**src/rtl/tone_pkg.sv**
```systemverilog
// Shared types and constants for the Simon speaker scheduler: state encoding,
// grant bit positions, note-code type and the fixed 4-note jingle tables.
package tone_pkg;

  typedef enum logic [1:0] {
    ST_IDLE   = 2'd0,
    ST_LAMP   = 2'd1,
    ST_JINGLE = 2'd2
  } state_e;

  localparam int G_LAMP = 0;
  localparam int G_HS   = 1;
  localparam int G_WIN  = 2;
  localparam int G_LOSE = 3;

  typedef logic [2:0] note_t;
  typedef logic [3:0][2:0] rom_t;

  // Element [0] is the first note played.
  localparam rom_t ROM_LOSE = {3'd0, 3'd0, 3'd1, 3'd1};
  localparam rom_t ROM_WIN  = {3'd7, 3'd6, 3'd5, 3'd4};
  localparam rom_t ROM_HS   = {3'd5, 3'd7, 3'd5, 3'd7};

  function automatic note_t lamp_note(input logic [1:0] lamp);
    return {lamp, 1'b0};
  endfunction

  function automatic note_t jingle_note(input logic [3:0] grant, input logic [1:0] idx);
    if (grant[G_LOSE])     return ROM_LOSE[idx];
    else if (grant[G_WIN]) return ROM_WIN[idx];
    else if (grant[G_HS])  return ROM_HS[idx];
    else                   return 3'd0;
  endfunction

endpackage

```
**src/rtl/tone_gen.sv**
```systemverilog
// Square-wave generator: half-period counter plus speaker flop. Restart or a
// disabled generator clears both, so every tone starts low from count zero.
module tone_gen
  import tone_pkg::*;
#(
  parameter int BASE_HALF = 12500,
  parameter int DIV_W     = 17
) (
  input  logic  CLK,
  input  logic  RST_N,
  input  note_t code,
  input  logic  restart,
  input  logic  enable,
  output logic  spk_o
);

  logic [DIV_W-1:0] cnt_q, cnt_d, half_m1;
  logic             spk_q, spk_d;

  always_comb begin
    half_m1 = DIV_W'(BASE_HALF * (8 - int'(code)) - 1);
    cnt_d   = cnt_q;
    spk_d   = spk_q;
    if (restart || !enable) begin
      cnt_d = '0;
      spk_d = 1'b0;
    end else if (cnt_q == half_m1) begin
      cnt_d = '0;
      spk_d = ~spk_q;
    end else begin
      cnt_d = cnt_q + 1'b1;
    end
  end

  always_ff @(posedge CLK or negedge RST_N) begin
    if (!RST_N) begin
      cnt_q <= '0;
      spk_q <= 1'b0;
    end else begin
      cnt_q <= cnt_d;
      spk_q <= spk_d;
    end
  end

  assign spk_o = spk_q;

endmodule

```
**src/rtl/tone_sched.sv**
```systemverilog
// Speaker scheduler: arbitrates lamp tone and LOSE/WIN/HS jingles onto one tone
// generator. Optional `TONE_MUTE_EN adds a MUTE input that gates SPK low.
module tone_sched
  import tone_pkg::*;
#(
  parameter int BASE_HALF = 12500,
  parameter int NOTE_CYC  = 5_000_000,
  parameter int DIV_W     = 17,
  parameter int DUR_W     = 23
) (
  input  logic       CLK,
  input  logic       RST_N,
  input  logic [1:0] LAMP,
  input  logic       LAMP_ENA,
  input  logic       HS_REQ,
  input  logic       WIN_REQ,
  input  logic       LOSE_REQ,
`ifdef TONE_MUTE_EN
  input  logic       MUTE,
`endif
  output logic       SPK,
  output logic [3:0] GRANT,
  output logic       BUSY
);

  state_e           state_q, state_d;
  logic [3:0]       grant_q, grant_d;
  logic [3:0]       pend_q, pend_d;
  logic [1:0]       idx_q, idx_d;
  logic [DUR_W-1:0] dur_q, dur_d;
  logic [1:0]       lamp_q;
  logic [3:0]       req, jsel;
  logic             pick, note_start, lamp_chg, restart, gen_spk;
  note_t            code;

  assign req = {LOSE_REQ, WIN_REQ, HS_REQ, 1'b0};

  always_comb begin
    jsel = 4'b0000;
    if (pend_q[G_LOSE])     jsel[G_LOSE] = 1'b1;
    else if (pend_q[G_WIN]) jsel[G_WIN]  = 1'b1;
    else if (pend_q[G_HS])  jsel[G_HS]   = 1'b1;
  end

  always_comb begin
    state_d    = state_q;
    grant_d    = grant_q;
    pend_d     = pend_q | req;
    idx_d      = idx_q;
    dur_d      = dur_q;
    note_start = 1'b0;
    pick       = 1'b0;

    case (state_q)
      ST_IDLE, ST_LAMP: pick = 1'b1;
      ST_JINGLE: begin
        if (dur_q == DUR_W'(NOTE_CYC - 1)) begin
          if (idx_q == 2'd3) begin
            pick = 1'b1;
          end else begin
            idx_d      = idx_q + 2'd1;
            dur_d      = '0;
            note_start = 1'b1;
          end
        end else begin
          dur_d = dur_q + 1'b1;
        end
      end
      default: pick = 1'b1;
    endcase

    // A request arriving on the grant edge re-arms the bit for one replay.
    if (pick) begin
      if (|pend_q) begin
        state_d    = ST_JINGLE;
        grant_d    = jsel;
        pend_d     = (pend_q & ~jsel) | req;
        idx_d      = 2'd0;
        dur_d      = '0;
        note_start = 1'b1;
      end else if (LAMP_ENA) begin
        state_d = ST_LAMP;
        grant_d = 4'b0001;
      end else begin
        state_d = ST_IDLE;
        grant_d = 4'b0000;
      end
    end
  end

  assign lamp_chg = (state_q == ST_LAMP) && (state_d == ST_LAMP) && (LAMP != lamp_q);
  assign restart  = note_start || lamp_chg || (grant_d != grant_q);
  assign code     = (state_q == ST_LAMP) ? lamp_note(lamp_q) : jingle_note(grant_q, idx_q);

  always_ff @(posedge CLK or negedge RST_N) begin
    if (!RST_N) begin
      state_q <= ST_IDLE;
      grant_q <= 4'b0000;
      pend_q  <= 4'b0000;
      idx_q   <= 2'd0;
      dur_q   <= '0;
      lamp_q  <= 2'd0;
    end else begin
      state_q <= state_d;
      grant_q <= grant_d;
      pend_q  <= pend_d;
      idx_q   <= idx_d;
      dur_q   <= dur_d;
      lamp_q  <= LAMP;
    end
  end

  tone_gen #(
    .BASE_HALF(BASE_HALF),
    .DIV_W    (DIV_W)
  ) u_gen (
    .CLK    (CLK),
    .RST_N  (RST_N),
    .code   (code),
    .restart(restart),
    .enable (state_q != ST_IDLE),
    .spk_o  (gen_spk)
  );

  assign GRANT = grant_q;
  assign BUSY  = (state_q == ST_JINGLE) || (|pend_q);

`ifdef TONE_MUTE_EN
  assign SPK = gen_spk & ~MUTE;
`else
  assign SPK = gen_spk;
`endif

endmodule
```
**config.mk**
```make
export PLATFORM = sky130hd
export DESIGN_NAME = tone_sched
export DESIGN_NICKNAME = d
export VERILOG_FILES = /design/src/rtl/tone_pkg.sv /design/src/rtl/tone_gen.sv /design/src/rtl/tone_sched.sv
export SDC_FILE = /design/constraint.sdc
export NUM_CORES = 1
export LEC_CHECK = 0
export BUFFER_PORTS_ARGS = -buffer_cell sky130_fd_sc_hd__buf_2
export CAP_MARGIN = 20
export CORE_ASPECT_RATIO = 1.5
export CORE_MARGIN = 2
export CORE_UTILIZATION = 60
export CTS_CLUSTER_DIAMETER = 100
export DETAILED_ROUTE_END_ITERATION = 12
export PLACE_DENSITY_LB_ADDON = 0.05
export SLEW_MARGIN = 5
export SYNTH_ARGS = -nofsm -noshare
export SYNTH_HDL_FRONTEND = slang
export SYNTH_HIERARCHICAL = 1
export SYNTH_SLANG_ARGS = --single-unit
```
**constraint.sdc**
```tcl
create_clock -name CLK -period 7.7 [get_ports CLK]
set_clock_uncertainty 0.05 [all_clocks]
set_input_delay 0.77 -clock CLK [delete_from_list [all_inputs] [get_ports CLK]]
set_output_delay 0.77 -clock CLK [all_outputs]
set_load 0.01 [all_outputs]
```
==> results.json <==
{
  "status": "finished clean",
  "synth.largest_area_cell": "dfrtp_1",
  "diodes": 0,
  "startpoint": "GRANT[2]$_DFF_PN0_",
  "clock-sinks": 54,
  "cts_max_path_buffers": 2,
  "root_buffer": "clkbuf_8",
  "grt_pass1_wl_um": 14600,
  "drc_errors": 0,
  "finalHoldViolCount": 0,
  "finalWorstPathRequiredPeriod_ns": 6.08,
  "yosysSeqAreaShare_pct": 34.9,
  "area_delta_synth_final_pct": 4.75,
  "syn_nets": 466,
  "async_flop_share_pct": 100,
  "firstDrtPassIters": 4,
  "ctsResizeCount": 0,
  "regArea_um2": 1350,
  "holdPathStages": 1,
  "irDropWorstVdd_mv": 0.0955,
  "ys_ff_latch": 54,
  "cp.required_ns": 7.83,
  "critical_path.max_fanout": 17,
  "die_w_um": 69.6,
  "insertion_delay_ns": 0.32,
  "worst_setup_path_start_kind": "flip-flop",
  "cts_tree": "yes",
  "yosys.area.top_type_share_pct": 34.9,
  "post_cts_buffers": 0,
  "vias": 3206,
  "nets": 470,
  "hold_buffers": 0,
  "syn_area_per_cell_um2": 8.84,
  "tns_ns": 0,
  "synth_edf_count": 0,
  "clk_pin_slew_worst_paths_ns": 0.11,
  "drt_iter0_drc": 105,
  "viasPerCell": 6.20,
  "grt_start_max_net_pins": 55,
  "antenna_found_initial": 0,
  "drv_cap": 0,
  "htreeDepth": 2,
  "hold_path_class": "flip-flop to flip-flop",
  "rsz0062_at_grt": "no",
  "post-route-util_pct": 65.7,
  "fp-row-count": 35,
  "ant_nets": 0,
  "gp_congestion": 0.849,
  "layout-drive-gt1-share_pct": 9.48,
  "grt_util_all_layers_pct": 25.2,
  "p_leak_nw": 1.73,
  "yosysWarnings": 6,
  "syn_area_um2": 3870,
  "multi_input_area_um2": 2370,
  "final_common_cell": "dfrtp_1",
  "tightest_slew_ns": 1.01,
  "r2r_start": "GRANT[2]$_DFF_PN0_",
  "io_buffers": 13,
  "initial_core_util_pct": 62.7,
  "wl_per_cell_um": 16.3,
  "ys_types": 65,
  "design.core.area_um2": 6170,
  "die_area_um2": 7130,
  "syn_inst": 438,
  "dp_hpwl_um": 6180,
  "synth_area_leaders": "dfrtp_1 35%, ha_1 6.1%, xor2_1 6.1%, xnor2_1 4.7%, nor2_1 4.7%",
  "slew_headroom_pct": 32.4,
  "ys.flop_type": "dfrtp_1",
  "ios": 14,
  "critical_path_class": "flip-flop to flip-flop",
  "max_freq_mhz": 164,
  "drv_slew": 0,
  "num-fill-cells": 547,
  "min_from": "u_gen/cnt_q[0]$_DFF_PN0_",
  "grt_pass1_vias": 3072,
  "drt-total-wl_um": 8440,
  "chipHeight_um": 102,
  "grt-ovfl-total": 0,
  "power_density_nw_per_um2": 147,
  "cts_made_buffers": 5,
  "crit_arrival_ns": 6.21,
  "period_share_pct": 79.0,
  "setup_viol": 0,
  "layout_common_cells": "54 x dfrtp_1, 48 x nor2_1, 37 x nand2_1",
  "rr_worst_depth": 18,
  "end_kind": "flip-flop"
}
## synthesized netlist by cell type, drive strengths merged, types with 5 or more instances
cell type	number
a21oi	18
xnor2	22
inv	18
nor3	17
nand3	21
nor2b	5
ha	19
nor2	50
nand4	10
nor4	6
or3	5
clkbuf	13
xor2	27
a31oi	8
a211oi	6
and3	11
nand2	37
buf	5
dfrtp	54
o21ai	17
## worst paths after layout
kind	end	slack, ns
worst max-delay path	u_gen/cnt_q[2]$_DFF_PN0_	1.62
worst min-delay path	u_gen/cnt_q[0]$_DFF_PN0_	0.44
worst max register to register	u_gen/cnt_q[2]$_DFF_PN0_	1.62
worst min register to register	u_gen/cnt_q[0]$_DFF_PN0_	0.44
max in group asynchronous	pend_q[1]$_DFF_PN0_	6.62
min in group asynchronous	u_gen/cnt_q[7]$_DFF_PN0_	0.50
## worst max-delay path: stages, from the launching register on
cell	delay, ns
dfrtp_1	0.48
nor2b_1	0.14
a211oi_1	0.06
a211oi_2	0.74
inv_1	0.24
ha_1	0.42
xnor2_1	0.36
inv_1	0.13
fa_1	0.54
inv_1	0.05
ha_1	0.31
nor3_1	0.33
and2_1	0.21
xnor2_1	0.08
or4_1	0.51
nor4_2	0.29
o2111ai_2	0.21
o311ai_4	0.66
nor2_1	0.14
## metal layers
layer	global-route usage [%]	share of wire, %
met5	0	0
met2	44.6	53
met4	10.4	2.4
met1	31.9	42
met3	2.17	2.4
## power breakdown
part | total (mW) | switching, mW | internal [mW]
Combinational | 0.136 | 0.0776 | 0.0582
Clock | 0.172 | 0.104 | 0.0673
Sequential | 0.287 | 0.00222 | 0.285
Total | 0.594 | 0.184 | 0.410
## registers in the layout, summed over array words and instances (netlist names)
register,cells
dur_q,23
u_gen/spk_o,1
lamp_q,2
u_gen/cnt_q,17
idx_q,2
GRANT,4
pend_q,3
state_q,2
## area by class of cell
| class | count | area share, % |
|---|---|---|
| Clock inverter | 3 | 0.648 |
| Clock buffer | 5 | 1.70 |
| Tap cell | 74 | 2.28 |
| Inverter | 18 | 1.67 |
| Sequential cell | 54 | 33.3 |
| Timing Repair Buffer | 15 | 1.97 |
| Multi-Input combinational cell | 348 | 58.4 |
## kinds of logic after synthesis
logic type                 after synthesis  share of synthesized area, %
xor gates and xnor gates                51                          12.4
muxes                                    3                         0.937
and+or+nand+nor                        189                          25.4
buffers and inverters                   36                          4.04
DFF                                     54                          34.9
adders and majority gates               20                          6.66
AOI/OAI and AO/OA                       85                          15.6
## metrics by stage
step                      worst slack (ns)  instances  total power, mW  hold slack (ns)  area, µm²
after floorplan                       2.25        438            0.399            0.394       3870
after global placement                1.92        509            0.427            0.424       3960
after detailed placement              1.64        509            0.428            0.423       3960
after CTS                             1.66        517            0.599            0.440       4060
after global routing                  1.16        517            0.623            0.461       4060
final                                 1.62        517            0.594            0.440       4060
No activity file was read; power rests on OpenSTA's default activity.
